<file path="src/rtl/siu_dmu_pkt_rcv_if.sv">
// SIU-to-DMU packet receive bundle: SIU header/payload stream in, buffered packets out.
// The slave side is the receiver; the master side is whoever drives the SIU stream and consumes packets.
interface siu_dmu_pkt_rcv_if;
    logic         sio_dmu_hdr_vld;
    logic         sio_dmu_datareq;
    logic [127:0] sio_dmu_data;
    logic [7:0]   sio_dmu_parity;

    // Output handshake: the head entry is held on pkt_* while pkt_vld is high.
    // It is consumed on any rising edge with pkt_vld & pkt_rdy.
    // pkt_rdy has no effect while pkt_vld is low.
    logic         pkt_vld;
    logic         pkt_rdy;
    logic [127:0] pkt_hdr;
    logic         pkt_has_data;
    logic [511:0] pkt_data;
    logic         pkt_par_err;

    logic         ovf_err;
    logic         proto_err;
    logic [7:0]   drop_cnt;

    logic         dbg_state;
    logic [1:0]   dbg_beat;

    modport slave (
        input  sio_dmu_hdr_vld, sio_dmu_datareq, sio_dmu_data, sio_dmu_parity, pkt_rdy,
        output pkt_vld, pkt_hdr, pkt_has_data, pkt_data, pkt_par_err,
        output ovf_err, proto_err, drop_cnt, dbg_state, dbg_beat
    );

    modport master (
        output sio_dmu_hdr_vld, sio_dmu_datareq, sio_dmu_data, sio_dmu_parity, pkt_rdy,
        input  pkt_vld, pkt_hdr, pkt_has_data, pkt_data, pkt_par_err,
        input  ovf_err, proto_err, drop_cnt, dbg_state, dbg_beat
    );
endinterface

</file>
<file path="src/rtl/siu_dmu_pkt_rcv.sv">
// Assembles SIU header(+4 payload beats) packets, checks lane parity, and queues completed
// packets in a small FIFO presented on pkt_*; drops are counted and flagged stickily.
module siu_dmu_pkt_rcv #(
    parameter int BUF_DEPTH = 2
) (
    input logic               iol2clk,
    input logic               rst,
    siu_dmu_pkt_rcv_if.slave  bus
);
    localparam int PTR_W = (BUF_DEPTH > 1) ? $clog2(BUF_DEPTH) : 1;
    localparam int CNT_W = PTR_W + 1;

    typedef enum logic {ST_IDLE = 1'b0, ST_PAYLOAD = 1'b1} state_t;

    state_t       state_q, state_d;
    logic [1:0]   beat_q, beat_d;
    logic [127:0] hdr_acc_q, hdr_acc_d;
    logic [383:0] data_acc_q, data_acc_d;
    logic         par_acc_q, par_acc_d;

    logic [127:0] buf_hdr_q  [BUF_DEPTH];
    logic [127:0] buf_hdr_d  [BUF_DEPTH];
    logic [511:0] buf_data_q [BUF_DEPTH];
    logic [511:0] buf_data_d [BUF_DEPTH];
    logic         buf_has_q  [BUF_DEPTH];
    logic         buf_has_d  [BUF_DEPTH];
    logic         buf_par_q  [BUF_DEPTH];
    logic         buf_par_d  [BUF_DEPTH];

    logic [PTR_W-1:0] wr_ptr_q, wr_ptr_d, rd_ptr_q, rd_ptr_d;
    logic [CNT_W-1:0] cnt_q, cnt_d;
    logic             ovf_q, ovf_d, proto_q, proto_d;
    logic [7:0]       drop_q, drop_d;

    logic [7:0]   lane_bad;
    logic         cyc_par_err;
    logic         abort;
    logic         cpl_vld, cpl_has, cpl_par;
    logic [127:0] cpl_hdr;
    logic [511:0] cpl_data;
    logic         pop, full, accept, overflow;
    logic [8:0]   drop_sum;

    always_comb begin
        lane_bad = '0;
        for (int i = 0; i < 8; i++) begin
            lane_bad[i] = (^bus.sio_dmu_data[16*i +: 16]) ^ bus.sio_dmu_parity[i];
        end
        cyc_par_err = |lane_bad;
    end

    always_ff @(posedge iol2clk) begin
        if (rst) begin
            state_q    <= ST_IDLE;
            beat_q     <= '0;
            hdr_acc_q  <= '0;
            data_acc_q <= '0;
            par_acc_q  <= 1'b0;
        end else begin
            state_q    <= state_d;
            beat_q     <= beat_d;
            hdr_acc_q  <= hdr_acc_d;
            data_acc_q <= data_acc_d;
            par_acc_q  <= par_acc_d;
        end
    end

    // A header always wins: in PAYLOAD it aborts the partial packet and restarts assembly.
    always_comb begin
        state_d    = state_q;
        beat_d     = beat_q;
        hdr_acc_d  = hdr_acc_q;
        data_acc_d = data_acc_q;
        par_acc_d  = par_acc_q;
        abort      = 1'b0;
        cpl_vld    = 1'b0;
        cpl_has    = 1'b0;
        cpl_par    = 1'b0;
        cpl_hdr    = '0;
        cpl_data   = '0;
        if (bus.sio_dmu_hdr_vld) begin
            abort  = (state_q == ST_PAYLOAD);
            beat_d = '0;
            if (bus.sio_dmu_datareq) begin
                state_d   = ST_PAYLOAD;
                hdr_acc_d = bus.sio_dmu_data;
                par_acc_d = cyc_par_err;
            end else begin
                state_d = ST_IDLE;
                cpl_vld = 1'b1;
                cpl_hdr = bus.sio_dmu_data;
                cpl_par = cyc_par_err;
            end
        end else if (state_q == ST_PAYLOAD) begin
            par_acc_d = par_acc_q | cyc_par_err;
            beat_d    = beat_q + 2'd1;
            unique case (beat_q)
                2'd0: data_acc_d[127:0]   = bus.sio_dmu_data;
                2'd1: data_acc_d[255:128] = bus.sio_dmu_data;
                2'd2: data_acc_d[383:256] = bus.sio_dmu_data;
                2'd3: begin
                    state_d  = ST_IDLE;
                    cpl_vld  = 1'b1;
                    cpl_has  = 1'b1;
                    cpl_hdr  = hdr_acc_q;
                    cpl_data = {bus.sio_dmu_data, data_acc_q};
                    cpl_par  = par_acc_q | cyc_par_err;
                end
                default: ;
            endcase
        end
    end

    // A pop in the same cycle frees the slot a full-buffer completion needs.
    always_comb begin
        pop      = (cnt_q != '0) && bus.pkt_rdy;
        full     = (cnt_q == CNT_W'(BUF_DEPTH));
        accept   = cpl_vld && (!full || pop);
        overflow = cpl_vld && full && !pop;

        buf_hdr_d  = buf_hdr_q;
        buf_data_d = buf_data_q;
        buf_has_d  = buf_has_q;
        buf_par_d  = buf_par_q;
        if (accept) begin
            buf_hdr_d[wr_ptr_q]  = cpl_hdr;
            buf_data_d[wr_ptr_q] = cpl_data;
            buf_has_d[wr_ptr_q]  = cpl_has;
            buf_par_d[wr_ptr_q]  = cpl_par;
        end
        wr_ptr_d = wr_ptr_q + PTR_W'(accept);
        rd_ptr_d = rd_ptr_q + PTR_W'(pop);
        cnt_d    = cnt_q + CNT_W'(accept) - CNT_W'(pop);

        ovf_d    = ovf_q | overflow;
        proto_d  = proto_q | abort;
        drop_sum = {1'b0, drop_q} + 9'(abort) + 9'(overflow);
        drop_d   = (drop_sum > 9'd255) ? 8'hFF : drop_sum[7:0];
    end

    always_ff @(posedge iol2clk) begin
        if (rst) begin
            for (int i = 0; i < BUF_DEPTH; i++) begin
                buf_hdr_q[i]  <= '0;
                buf_data_q[i] <= '0;
                buf_has_q[i]  <= 1'b0;
                buf_par_q[i]  <= 1'b0;
            end
            wr_ptr_q <= '0;
            rd_ptr_q <= '0;
            cnt_q    <= '0;
            ovf_q    <= 1'b0;
            proto_q  <= 1'b0;
            drop_q   <= '0;
        end else begin
            buf_hdr_q  <= buf_hdr_d;
            buf_data_q <= buf_data_d;
            buf_has_q  <= buf_has_d;
            buf_par_q  <= buf_par_d;
            wr_ptr_q   <= wr_ptr_d;
            rd_ptr_q   <= rd_ptr_d;
            cnt_q      <= cnt_d;
            ovf_q      <= ovf_d;
            proto_q    <= proto_d;
            drop_q     <= drop_d;
        end
    end

    always_comb begin
        bus.pkt_vld      = (cnt_q != '0);
        bus.pkt_hdr      = bus.pkt_vld ? buf_hdr_q[rd_ptr_q]  : '0;
        bus.pkt_data     = bus.pkt_vld ? buf_data_q[rd_ptr_q] : '0;
        bus.pkt_has_data = bus.pkt_vld & buf_has_q[rd_ptr_q];
        bus.pkt_par_err  = bus.pkt_vld & buf_par_q[rd_ptr_q];
        bus.ovf_err      = ovf_q;
        bus.proto_err    = proto_q;
        bus.drop_cnt     = drop_q;
        bus.dbg_state    = state_q;
        bus.dbg_beat     = beat_q;
    end
endmodule

</file>
<file path="src/flat_wrapper.sv">
// flat-port wrapper written by rule: the top's interface ports become plain ports
module siu_dmu_pkt_rcv_flat 
#(
    parameter int BUF_DEPTH = 2
)
  (iol2clk, rst, bus_sio_dmu_hdr_vld, bus_sio_dmu_datareq, bus_sio_dmu_data, bus_sio_dmu_parity, bus_pkt_rdy, bus_pkt_vld, bus_pkt_hdr, bus_pkt_has_data, bus_pkt_data, bus_pkt_par_err, bus_ovf_err, bus_proto_err, bus_drop_cnt, bus_dbg_state, bus_dbg_beat);
  siu_dmu_pkt_rcv_if bus_i ();
  input logic iol2clk;
  input logic rst;
  input wire logic [$bits(bus_i.sio_dmu_hdr_vld)-1:0] bus_sio_dmu_hdr_vld;
  input wire logic [$bits(bus_i.sio_dmu_datareq)-1:0] bus_sio_dmu_datareq;
  input wire logic [$bits(bus_i.sio_dmu_data)-1:0] bus_sio_dmu_data;
  input wire logic [$bits(bus_i.sio_dmu_parity)-1:0] bus_sio_dmu_parity;
  input wire logic [$bits(bus_i.pkt_rdy)-1:0] bus_pkt_rdy;
  output wire logic [$bits(bus_i.pkt_vld)-1:0] bus_pkt_vld;
  output wire logic [$bits(bus_i.pkt_hdr)-1:0] bus_pkt_hdr;
  output wire logic [$bits(bus_i.pkt_has_data)-1:0] bus_pkt_has_data;
  output wire logic [$bits(bus_i.pkt_data)-1:0] bus_pkt_data;
  output wire logic [$bits(bus_i.pkt_par_err)-1:0] bus_pkt_par_err;
  output wire logic [$bits(bus_i.ovf_err)-1:0] bus_ovf_err;
  output wire logic [$bits(bus_i.proto_err)-1:0] bus_proto_err;
  output wire logic [$bits(bus_i.drop_cnt)-1:0] bus_drop_cnt;
  output wire logic [$bits(bus_i.dbg_state)-1:0] bus_dbg_state;
  output wire logic [$bits(bus_i.dbg_beat)-1:0] bus_dbg_beat;
  assign bus_i.sio_dmu_hdr_vld = bus_sio_dmu_hdr_vld;
  assign bus_i.sio_dmu_datareq = bus_sio_dmu_datareq;
  assign bus_i.sio_dmu_data = bus_sio_dmu_data;
  assign bus_i.sio_dmu_parity = bus_sio_dmu_parity;
  assign bus_i.pkt_rdy = bus_pkt_rdy;
  assign bus_pkt_vld = bus_i.pkt_vld;
  assign bus_pkt_hdr = bus_i.pkt_hdr;
  assign bus_pkt_has_data = bus_i.pkt_has_data;
  assign bus_pkt_data = bus_i.pkt_data;
  assign bus_pkt_par_err = bus_i.pkt_par_err;
  assign bus_ovf_err = bus_i.ovf_err;
  assign bus_proto_err = bus_i.proto_err;
  assign bus_drop_cnt = bus_i.drop_cnt;
  assign bus_dbg_state = bus_i.dbg_state;
  assign bus_dbg_beat = bus_i.dbg_beat;
  siu_dmu_pkt_rcv #(.BUF_DEPTH(BUF_DEPTH)) u_core (.iol2clk(iol2clk), .rst(rst), .bus(bus_i));
endmodule
</file>
<file path="config.mk">
export PLATFORM = sky130hd
export DESIGN_NAME = siu_dmu_pkt_rcv_flat
export DESIGN_NICKNAME = d
export VERILOG_FILES = /design/src/rtl/siu_dmu_pkt_rcv_if.sv /design/src/rtl/siu_dmu_pkt_rcv.sv /design/src/flat_wrapper.sv
export SDC_FILE = /design/constraint.sdc
export NUM_CORES = 2
export LEC_CHECK = 0
export BUFFER_PORTS_ARGS = -buffer_cell sky130_fd_sc_hd__buf_2
export CAP_MARGIN = 20
export CORE_MARGIN = 2
export CORE_UTILIZATION = 53
export DETAILED_ROUTE_END_ITERATION = 7
export PLACE_DENSITY = 0.76
export SYNTH_ARGS = -nofsm -noshare
export SYNTH_HDL_FRONTEND = slang
export SYNTH_SLANG_ARGS = --single-unit
export TNS_END_PERCENT = 10
</file>
<file path="constraint.sdc">
create_clock -name iol2clk -period 3 [get_ports iol2clk]
set_clock_uncertainty 0.15 [all_clocks]
set_input_delay 0.3 -clock iol2clk [delete_from_list [all_inputs] [get_ports iol2clk]]
set_output_delay 0.3 -clock iol2clk [all_outputs]
set_load 0.05 [all_outputs]
</file>
; ---- Yosys cells after proc, flatten, opt, wreduce, memory -nomap -nowiden
; Cells that the tools add are included.
[classes]
addsub = 7
order_cmp = 4
n_eq_ne = 5
muxes = 49
bitwise_logic = 16
reduce_logical = 26
[op_table]
columns = op, count
row1 = two-way mux 512 bit, 8
row2 = two-way mux 128 bit, 9
row3 = bitwise mux 1024 bit, 1
row4 = demux 512 bit (select 1 bit), 1
row5 = bitwise mux 256 bit, 1
row6 = demux 128 bit (select 1 bit), 1
row7 = parity 16 bit, 8
row8 = two-way mux 1 bit, 24
row9 = adder 8 x 1 -> 9 bit, 1
row10 = adder 9 x 1 -> 9 bit, 1
row11 = greater-than comparator 9 x 8 -> 1 bit (second input constant), 1
row12 = AND reduction 3 bit, 3
row13 = two-way mux 8 bit, 1
row14 = OR reduction 8 bit, 1
row15 = XOR 1 bit, 8
row16 = == test 2 bit (second input constant), 3
row17 = logical AND 1 bit, 5
row18 = bitwise mux 2 bit, 2
row19 = >= comparator 2 bit (second input constant), 2
row20 = NOT 1 -> 2 bit, 2
row21 = AND reduction 2 bit, 2
row22 = nonzero test 2 bit, 2
row23 = bitwise OR 1 bit, 3
row24 = adder 1 bit, 2
row25 = 13 further kinds, 15
[totals]
register_bits = 1814
inputBits = 141
output_inout_bits = 656
elab_cells = 128

; ---- Logic depth before layout (Yosys ltp)
[logic_depth]
word_depth = 9
ltp_mapped = 14
depth_no_buf = 10

; ---- Least setup slack after synthesis
; OpenSTA, ideal clock, no wires.
[synth_timing]
path_type = reg-to-reg
from = register u_core.state_q, in the netlist u_core.bus.dbg_state
to = register u_core.buf_has_q[1] (netlist bit)
setup_ns = 0.128
arrival_time_ns = 3.169
t_required_ns = 2.722
setup_slack_ns = -0.446
stages_incl_launch_ff = 15
path_buffers = 7
synth_period_minus_slack_ns = 3.446
cell_sequence = dfxtp_1 nor2b_1 clkbuf_1 and2_1 buf_2 buf_2 nor2_1 nor2_1 ha_1 clkbuf_1 clkbuf_1 clkbuf_1 clkbuf_1 mux2i_1 nor2_1
[synth_via]
elab_chain_cells = 3
word_cells_on_any_way = 5
[synth_lines]
columns = item, line
row1 = from (decl), siu_dmu_pkt_rcv.sv:15  ; state_t state_q, state_d;
row2 = from (signal assigned), siu_dmu_pkt_rcv.sv:60  ; state_q <= state_d;
row3 = two-way mux 1 bit (*), siu_dmu_pkt_rcv.sv:94  ; end else if (state_q == ST_PAYLOAD) begin
row4 = two-way mux 1 bit, siu_dmu_pkt_rcv.sv:81  ; if (bus.sio_dmu_hdr_vld) begin
row5 = bitwise mux 2 bit or logical AND 1 bit (tied branches), "siu_dmu_pkt_rcv.sv:128, siu_dmu_pkt_rcv.sv:118"
row6 = to (signal assigned), siu_dmu_pkt_rcv.sv:158  ; buf_has_q <= buf_has_d;
row7 = to (decl), siu_dmu_pkt_rcv.sv:25  ; logic buf_has_q [BUF_DEPTH];
; Every way passes the cells marked *; elsewhere a longest branch is shown, timed or not.
; A chain may end at the register's enable or synchronous reset.

; ---- Worst setup path after layout
[layout_timing]
from = register u_core.rd_ptr_q
to = output port bus_pkt_data[265]
[layout_via]
elab_chain_cells = 5
[layout_lines]
columns = item, line
row1 = from (decl), siu_dmu_pkt_rcv.sv:30  ; logic [PTR_W-1:0] wr_ptr_q, wr_ptr_d, rd_ptr_q, rd_ptr_d;
row2 = from (signal assigned), siu_dmu_pkt_rcv.sv:161  ; rd_ptr_q <= rd_ptr_d;
row3 = NOT 1 -> 2 bit (not written as such), siu_dmu_pkt_rcv.sv:172  ; bus.pkt_data = bus.pkt_vld ? buf_data_q[rd_ptr_q] : '0;
row4 = two-way mux 512 bit (not written as such) (3 in a row), siu_dmu_pkt_rcv.sv:172
row5 = two-way mux 512 bit, siu_dmu_pkt_rcv.sv:172
row6 = to (decl), flat_wrapper.sv:18  ; output wire logic [$bits(bus_i.pkt_data)-1:0] bus_pkt_data;
; Every way passes these cells. The select of a mux whose other input is x is not followed.

==> results.toml <==
[status]
status = "finished, violations left"
violations = "setup timing"

[logic_synthesis]
synth-seq-cells = 1814
synthArstFlopShare_pct = 0
synth_edf_count = 0
ys.flop_type = "dfxtp_1"
ys_types = 36
synth_area_um2 = 78100
avgSynthCellArea_um2 = 8.15
syn-num-nets = 9730
ys_seq_area_share_pct = 46.5
syn-instance-count = 9579
yosys_warnings = 0

[timing]
maxSlewHeadroom_pct = 31.0
worst-slew-pin-transition_ps = 1040
setup_viol = 15
setup_slack_ps = -94.8
rsz0062_at_grt = "true"
drv_slew = 0
min_period_ps = 3090
period_share_pct = 103
hold_viol = 0
fmaxAchievable_mhz = 323
hold_slack_ps = 75.9
setup_tns_ps = -373

[cts]
cts_sinks = 1814
clock_latency_ps = 810
clk_pin_slew_ps = 60
numCtsBuffers = 182
cts_root_buffer = "clkbuf_16"
cts_buffer_depth = 3
cts_tree = "done"
htreeDepth = 4

[routing]
dr_total_vias = 70300
drt_pass1_iterations = 6
ant_nets = 0
routedWlPerCell_um = 20.6
drt-total-wl_um = 247000
dr.first_iter.drc_count = 7867
drc = 0
via_per_inst = 5.87

[power]
power_density_nw_per_um2 = 649
power_mw = 60.0
max-vdd-ir-drop_uv = 511
cellLeakagePower_nw = 31.0

[run]
drv_cap = 0

[die]
core_area_um2 = 146000
initial_core_util_pct = 53.5
fp.dieW_um = 388
num_io_pins = 797
fp.dieH_um = 388
dieArea_um2 = 150000
placementRows = 140

[setup_path]
path_max_fanout = 6
start_kind = "flop"
crit_arrival_ps = 2640
crit_required_ps = 2550
crit_type = "reg -> out"
endpoint_kind = "output port"
r2r_slack_ps = 210

[final_layout]
drive_above_1_share_pct = 14.8
mostFrequentLayoutCell = "dfxtp_1"
final_core_util_pct = 63.3
n_antenna_cell = 0
syn2layout_area_growth_pct = 18.3
nNetsFinal = 10100
layout_common_cells = "1810 x dfxtp_1, 1545 x a21oi_1, 1032 x nand2_1"

[global_routing]
overflow = 0
first_global_vias = 65600
grt_pass1_wl_um = 373000
gr-usage-all-layers_pct = 30.8
grt_max_degree = 186
antenna_found_initial = 3

[placement]
gp_congestion = 0.851
dp_hpwl_um = 150000
io_buffers = 796

[hold_path]
worst_hold_path_type = "in -> reg"
[worst paths after layout]
| path | start | endpoint | depth (start not counted) |
|---|---|---|---|
| max | u_core.rd_ptr_q | bus_pkt_data[265] | 7 |
| min | bus_sio_dmu_datareq | u_core.hdr_acc_q[126] | 5 |
| max reg2reg | u_core.bus.dbg_state | u_core.buf_hdr_q[140] | 9 |
| min reg2reg | u_core.hdr_acc_q[85] | u_core.hdr_acc_q[85] | 2 |
[final cells by class]
class	count	area, µm²
clock buffers	283	5440
inverters	9	33.8
repair buffers	1171	9190
fillers	12000	53600
clock inverters	52	667
well taps	1917	2400
multi-input cells	6741	38300
flip-flops and latches	1814	36300
[cell usage after synthesis, types with 103 or more instances]
cell type	number	area share, %
buf_2	185	1.2
nand3_1	1026	6.6
nor2_1	914	4.4
nand2_1	1036	5.0
clkbuf_1	700	3.4
dfxtp_1	1814	47
xnor2_1	103	1.2
a22oi_1	128	1.2
a21oi_1	1545	9.9
nand2b_1	1026	8.2
a211oi_1	256	2.5
mux2i_1	646	8.3
[report_power, final]
group	switching [mW]	total (mW)	internal [mW]
Combinational	7.65	12.1	4.41
Clock	9.76	23.1	13.4
Sequential	0.269	24.8	24.5
[logic make-up (layout without fill, tap and decap cells)]
| group | count (synthesis) | count (layout) | share of synthesized area (%) |
|---|---|---|---|
| adders and majority gates | 10 | 10 | 0.170 |
| muxes | 646 | 646 | 8.28 |
| AOI/OAI and AO/OA | 1935 | 1935 | 13.7 |
| DFF | 1814 | 1814 | 46.5 |
| xor gates and xnor gates | 127 | 127 | 1.65 |
| and+or+nand+nor | 4023 | 4023 | 24.3 |
| buffers and inverters | 1024 | 1515 | 5.39 |
[routing by layer]
metal  part of all wire [%]  routed length, µm  up-vias  GRT usage (%)
li1                       -                  -    32800              -
met1                     40              99900    33900           40.2
met2                     47             116000     3038           49.6
met3                    7.9              19600      574           4.97
met4                    4.6              11400        6           14.9
met5                  0.016                 40        -              0
[flip-flops by register name (all words and copies together), names as in the netlist, 2 cells and up]
name and cells:
u_core.cnt_q 2, u_core.hdr_acc_q 128, u_core.bus.drop_cnt 8, u_core.buf_data_q 1024, u_core.data_acc_q 384, u_core.buf_par_q 2
u_core.buf_hdr_q 256, u_core.buf_has_q 2, u_core.bus.dbg_beat 2
[through the flow]
stage                     setup slack [ps]  cells  cell area, µm²
after floorplan                      -14.1   9579           78200
after global placement                 225  11500           83400
after detailed placement               169  11500           83400
after CTS                             -117  12000           91500
after global routing                  -101  12000           92400
final                                -94.8  12000           92400
[what timing repair did]
action,4_1_cts,5_1_grt
setup buffers,0,16
cloned,6,9
endpoints found under the setup margin,334,444
resized for setup,121,132
hold buffers,131,0
endpoints found under the hold margin,1067,0
pin swaps,0,0
[worst max-delay path, cell delays in order (launching register included)]
cell       delay [ps]
dfxtp_4           400
buf_12            150
clkbuf_16         170
buf_4             150
buf_4             120
mux2i_1           110
nor2_1            360
buf_2             350
Note: power is estimated with default switching activity, not from simulation.
